### src/rtl/rv_g_pkg.sv
// Shared fetch-path definitions for the rv_g core: PC width, NOP encoding
// and the packed fetch-queue entry.
package rv_g_pkg;

  localparam int unsigned XLEN = 64;

  // addi x0, x0, 0
  localparam logic [31:0] NOP_INSN = 32'h0000_0013;

  typedef struct packed {
    logic [XLEN-1:0] pc;
    logic [31:0]     code;
    logic            err;
  } fetch_entry_t;

endpackage

### src/rtl/rv_g_ifq.sv
// Instruction fetch queue: DEPTH-entry FIFO between fetch and decode with
// one-cycle first-word latency, flush on redirect and NOP fill when empty.
module rv_g_ifq #(
  parameter int unsigned DEPTH = 4,
  parameter int unsigned XLEN  = rv_g_pkg::XLEN
) (
  input  logic                       clk_i,
  input  logic                       arst_ni,
  input  logic                       flush_i,
  input  logic                       valid_i,
  input  logic [XLEN-1:0]            pc_i,
  input  logic [31:0]                code_i,
  input  logic                       err_i,
  output logic                       ready_o,
  output logic                       valid_o,
  output logic [XLEN-1:0]            pc_o,
  output logic [31:0]                code_o,
  output logic                       err_o,
  input  logic                       ready_i,
  output logic [$clog2(DEPTH):0]     count_o
);
  import rv_g_pkg::*;

  localparam int unsigned IW = $clog2(DEPTH);
  localparam int unsigned PW = IW + 1;
  localparam logic [PW-1:0] PTR_ONE = PW'(1);
  localparam logic [PW-1:0] PTR_ZERO = PW'(0);

  // Entry layout follows this instance's XLEN, which may differ from the core default.
  typedef struct packed {
    logic [XLEN-1:0] pc;
    logic [31:0]     code;
    logic            err;
  } ifq_entry_t;

  ifq_entry_t      mem_r [DEPTH];
  logic [PW-1:0]   wr_ptr_r;
  logic [PW-1:0]   rd_ptr_r;
  logic            full_s;
  logic            empty_s;
  logic            push_s;
  logic            pop_s;
  ifq_entry_t      head_s;

  // Extra pointer MSB distinguishes full from empty when the indices match.
  assign empty_s = (wr_ptr_r == rd_ptr_r);
  assign full_s  = (wr_ptr_r[IW-1:0] == rd_ptr_r[IW-1:0]) &&
                   (wr_ptr_r[IW] != rd_ptr_r[IW]);

  assign ready_o = !full_s;
  assign valid_o = !empty_s;
  assign count_o = wr_ptr_r - rd_ptr_r;

  assign push_s = valid_i && ready_o && !flush_i;
  assign pop_s  = valid_o && ready_i && !flush_i;

  // Pointer state; flush overrides any push/pop in the same cycle.
  always_ff @(posedge clk_i or negedge arst_ni) begin
    if (!arst_ni) begin
      wr_ptr_r <= PTR_ZERO;
      rd_ptr_r <= PTR_ZERO;
    end else if (flush_i) begin
      wr_ptr_r <= PTR_ZERO;
      rd_ptr_r <= PTR_ZERO;
    end else begin
      if (push_s) begin
        wr_ptr_r <= wr_ptr_r + PTR_ONE;
      end
      if (pop_s) begin
        rd_ptr_r <= rd_ptr_r + PTR_ONE;
      end
    end
  end

  // Entry storage, written at the tail; contents are don't-care until pushed.
  always_ff @(posedge clk_i) begin
    if (push_s) begin
      mem_r[wr_ptr_r[IW-1:0]] <= '{pc: pc_i, code: code_i, err: err_i};
    end
  end

  // Head read; an empty queue presents a harmless NOP to the decoder.
  always_comb begin
    head_s = mem_r[rd_ptr_r[IW-1:0]];
    pc_o   = '0;
    code_o = NOP_INSN;
    err_o  = 1'b0;
    if (valid_o) begin
      pc_o   = head_s.pc;
      code_o = head_s.code;
      err_o  = head_s.err;
    end else begin
      pc_o   = '0;
      code_o = NOP_INSN;
      err_o  = 1'b0;
    end
  end

endmodule
### config.mk
export PLATFORM = sky130hd
export DESIGN_NAME = rv_g_ifq
export DESIGN_NICKNAME = d
export VERILOG_FILES = /design/src/rtl/rv_g_pkg.sv /design/src/rtl/rv_g_ifq.sv
export SDC_FILE = /design/constraint.sdc
export NUM_CORES = 1
export LEC_CHECK = 0
export ABC_AREA = 1
export CAP_MARGIN = 0
export CORE_UTILIZATION = 55
export CTS_BUF_LIST = sky130_fd_sc_hd__clkbuf_2 sky130_fd_sc_hd__clkbuf_4 sky130_fd_sc_hd__clkbuf_8
export DETAILED_ROUTE_END_ITERATION = 6
export HOLD_SLACK_MARGIN = 0.15
export PLACE_DENSITY = 0.8
export RECOVER_POWER = 100
export SLEW_MARGIN = 10
export SYNTH_ARGS = -nofsm -noshare
export SYNTH_HDL_FRONTEND = slang
export SYNTH_SLANG_ARGS = --single-unit
export TNS_END_PERCENT = 50
### constraint.sdc
create_clock -name clk_i -period 14.29 [get_ports clk_i]
set_clock_uncertainty 0.05 [all_clocks]
set_input_delay 2.858 -clock clk_i [delete_from_list [all_inputs] [get_ports clk_i]]
set_output_delay 2.858 -clock clk_i [all_outputs]
set_load 0.03 [all_outputs]
==> metrics.log <==
INFO  metric critPathBufInv = 5
INFO  metric drt_iter0_markers = 967
INFO  metric fmaxAchievable = 92.19 MHz
INFO  metric post_synth_inst_count = 1212
INFO  metric p_leak = 6.582 nW
INFO  metric reg_to_reg_slack_setup = 4.30 ns
INFO  metric worst_setup_path_start_kind = register
INFO  metric antenna_found_initial = 6
INFO  metric vdd_drop_max = 0.0001086 V
INFO  metric synth.cells.most_frequent = sky130_fd_sc_hd__edfxtp_1, sky130_fd_sc_hd__nor2_1, sky130_fd_sc_hd__o21ai_0
INFO  metric detailroute.via_count = 10019
INFO  metric wl = 34730 µm
INFO  metric die_w = 171.3 µm
INFO  metric cell_types_occupying_the_most_area_after_synthesis = sky130_fd_sc_hd__edfxtp_1, sky130_fd_sc_hd__nor2_1, sky130_fd_sc_hd__o21ai_0
INFO  metric clock_sinks = 394
INFO  metric grt_start_max_net_pins = 108
INFO  metric synth_enable_flop_cells = 388
INFO  metric post_drt_via_cell_ratio = 5.419
INFO  metric r2r-start = rd_ptr_r[0]$_DFFE_PN0P_
INFO  metric clock_path_buffers = 3
INFO  metric gr-usage-all-layers = 24.23%
INFO  metric cts_hold_buffers = 0
INFO  metric clk_root_buffer_cell = sky130_fd_sc_hd__clkbuf_8
INFO  metric timing_max_transition_violations_final = 438
INFO  metric layout.nets = 1524
INFO  metric post_synth_instance_area = 15770 µm²
INFO  metric initial_utilization = 56.30%
INFO  metric synthesis.yosys.warnings = 0
INFO  metric timing.critical_path.arrival = 7.94 ns
INFO  metric violations = capacitance limit, slew limit
INFO  metric outcome = finished with violations
INFO  metric placement.io_buffers = 203
INFO  metric path_max_fanout = 107
INFO  metric layout-drive-gt1-share = 12.03%
INFO  metric timing.max_cap.violations = 9
INFO  metric total_drc_errors_in_the_routed_layout = 0
INFO  metric hold_violations = 0
INFO  metric postSynthAreaPerCell = 13.01 µm²
INFO  metric wire_length_of_the_first_global_routing_pass = 53650 µm
INFO  metric routed_wire_length_per_instance = 18.78 µm
INFO  metric worst_slew_pin_slew = 4.643 ns
INFO  metric finalPower = 0.002926 W
INFO  metric cts_tree = done
INFO  metric slowest_stage = sky130_fd_sc_hd__clkbuf_1
INFO  metric synth_largest_area_cell = sky130_fd_sc_hd__edfxtp_1
INFO  metric synth_most_common_cell = sky130_fd_sc_hd__edfxtp_1
INFO  metric grt_pass1_vias = 9935
INFO  metric synth_seq_cells = 394
INFO  metric critical-path-max-stage-delay = 3.29 ns
INFO  metric hold_start = wr_ptr_r[0]$_DFFE_PN0P_
INFO  metric timing.critical_path.required = 11.38 ns
INFO  metric crit_path_cell_trace = clkbuf_1, ha_1, nand2_1, inv_1, nand3_4, inv_4, buf_4, a21oi_2, dlygate4sd3_1
INFO  metric drtPass1Iterations = 5
INFO  metric routabilityCongestion = 0.8127
INFO  metric full_die_area = 29350 µm²
INFO  metric synth_cell_types = 25
INFO  metric clk_pin_slew = 0.06 ns
INFO  metric cts_made_buffers = 60
INFO  metric antenna_violating_nets_left = 0
INFO  metric post-dp-hpwl = 19550 µm
INFO  metric power-per-cell-area = 152.8 nW/µm²
INFO  metric number_of_endpoints_failing_setup_at_the_final_stage = 0
INFO  metric floorplan.die.height = 171.3 µm
INFO  metric cts_setup_buffers = 0
INFO  metric synthDominantCellAreaShare = 73.89%
INFO  metric critPathKind = register to output pin
INFO  metric period_needed = 10.85 ns
INFO  metric period_share = 75.91%
INFO  metric utilization = 68.37%
INFO  metric clk_latency = 0.59 ns
INFO  metric worstHoldPathType = register to register
INFO  metric async_reset_ff_share = 1.523%
INFO  metric holdPathStages = 2
INFO  metric whs_endpoint = wr_ptr_r[0]$_DFFE_PN0P_
INFO  metric worst_path_dominant_cell_family = buffers and inverters
INFO  metric endpoint_kind = output pin
INFO  metric boundaryPins = 204
INFO  metric synth_seq_area_share = 74.84%
INFO  metric slew-limit-headroom = -209.5%
INFO  metric row_cnt = 61
INFO  metric cts_max_level = 2
INFO  metric core-area = 28010 µm²
INFO  metric synth_top_flop_cell = sky130_fd_sc_hd__edfxtp_1
INFO  metric reg2reg_to = mem_r[1][65]$_DFFE_PP_
INFO  metric layout-area-overhead-vs-synth = 21.46%
INFO  metric synthesis.nets = 1322
INFO  metric grt-ovfl-total = 0
INFO  metric worstRegToRegCells = 8
INFO  metric tns = 0 ns
INFO  metric grt_setup_unrepaired = false
INFO  metric cts_resized = 0
-- metal layers --
metal / GRT usage, % / part of all wire [%] / up-vias / routed length (µm)
met5: 0 / 0.066 / - / 23
met3: 5.085 / 7.4 / 48 / 2579
met4: 6.755 / 1.7 / 4 / 595
li1: - / - / 4734 / -
met2: 39.61 / 50 / 373 / 17210
met1: 33.12 / 41 / 4860 / 14320
-- area by class of cell --
| class | count | area, µm² |
|---|---|---|
| Fill cell | 1989 | 8859 |
| Timing Repair Buffer | 215 | 2096 |
| Antenna cell | 8 | 20.02 |
| Multi-Input combinational cell | 727 | 3460 |
| Sequential cell | 394 | 11810 |
| Tap cell | 378 | 473.0 |
| Inverter | 16 | 67.56 |
| Clock buffer | 90 | 1082 |
| Clock inverter | 21 | 145.1 |
-- through the flow --
step	worst slack [ns]	instances	instance area, µm²	hold WS (ns)
global route	2.825	1841	19130	0.5892
CTS	5.956	1841	19170	0.5302
finish	3.443	1849	19150	0.5359
global placement	6.741	1730	17950	0.5121
detailed placement	6.626	1730	17950	0.5157
floorplan	6.529	1212	15770	0.4749
-- registers in the layout (all words and copies together), names as in the netlist --
signal,flops
rd_ptr_r,3
mem_r,388
wr_ptr_r,3
-- kinds of logic after synthesis --
group	count (synthesis)	synth area share, %
compound gates	291	10.66
xor+xnor	1	0.05555
fa+ha+maj	8	0.6824
buf+inv	91	3.317
flops	394	74.84
simple gates	427	10.44
-- cells in the final DEF (no fill, tap or decap) --
master and n:
sky130_fd_sc_hd__dlygate4sd3_1 166, sky130_fd_sc_hd__edfxtp_1 388, sky130_fd_sc_hd__clkbuf_8 65, sky130_fd_sc_hd__clkinv_1 12
sky130_fd_sc_hd__fa_1 1, sky130_fd_sc_hd__nand3_4 1, sky130_fd_sc_hd__nand4_1 6, sky130_fd_sc_hd__nor2_1 380
sky130_fd_sc_hd__ha_1 7, sky130_fd_sc_hd__diode_2 8, sky130_fd_sc_hd__clkbuf_4 25, sky130_fd_sc_hd__bufinv_16 2
sky130_fd_sc_hd__clkinv_2 5, sky130_fd_sc_hd__inv_2 2, sky130_fd_sc_hd__o21ai_0 133, sky130_fd_sc_hd__inv_1 11
sky130_fd_sc_hd__clkbuf_1 7, sky130_fd_sc_hd__o21ai_1 58, sky130_fd_sc_hd__xor2_1 1, sky130_fd_sc_hd__dfrtp_1 4
sky130_fd_sc_hd__clkinvlp_4 2, sky130_fd_sc_hd__dfrtp_4 2, sky130_fd_sc_hd__a21oi_1 40, sky130_fd_sc_hd__nand2_1 28
sky130_fd_sc_hd__nor2_4 2, sky130_fd_sc_hd__a21oi_2 60, sky130_fd_sc_hd__inv_4 3, sky130_fd_sc_hd__buf_4 5
sky130_fd_sc_hd__clkdlybuf4s50_1 37, sky130_fd_sc_hd__nand2_2 2, sky130_fd_sc_hd__nand3_1 8
-- worst min-delay path, delay by kind of cell, from the launching register on --
kind / cells / cell delay (ns)
flops: 1 / 0.40
simple gates: 2 / 0.15
-- how the worst max path moves through the flow --
stage / from / to / depth (start not counted)
final: rd_ptr_r[0]$_DFFE_PN0P_ / pc_o[3] / 9
after global routing: rd_ptr_r[0]$_DFFE_PN0P_ / code_o[22] / 9
after CTS: rd_ptr_r[0]$_DFFE_PN0P_ / code_o[22] / 9
after detailed placement: rd_ptr_r[0]$_DFFE_PN0P_ / code_o[12] / 9
after global placement: rd_ptr_r[0]$_DFFE_PN0P_ / code_o[2] / 9
after floorplan: flush_i / mem_r[0][0]$_DFFE_PP_ / 3
-- power by group --
part           internal [W]  total (W)  switching [W]
Combinational      0.000225   0.000667       0.000442
Clock              0.000518   0.000928       0.000410
Sequential          0.00130    0.00133      0.0000259
Power figures use the tool's default switching activity.
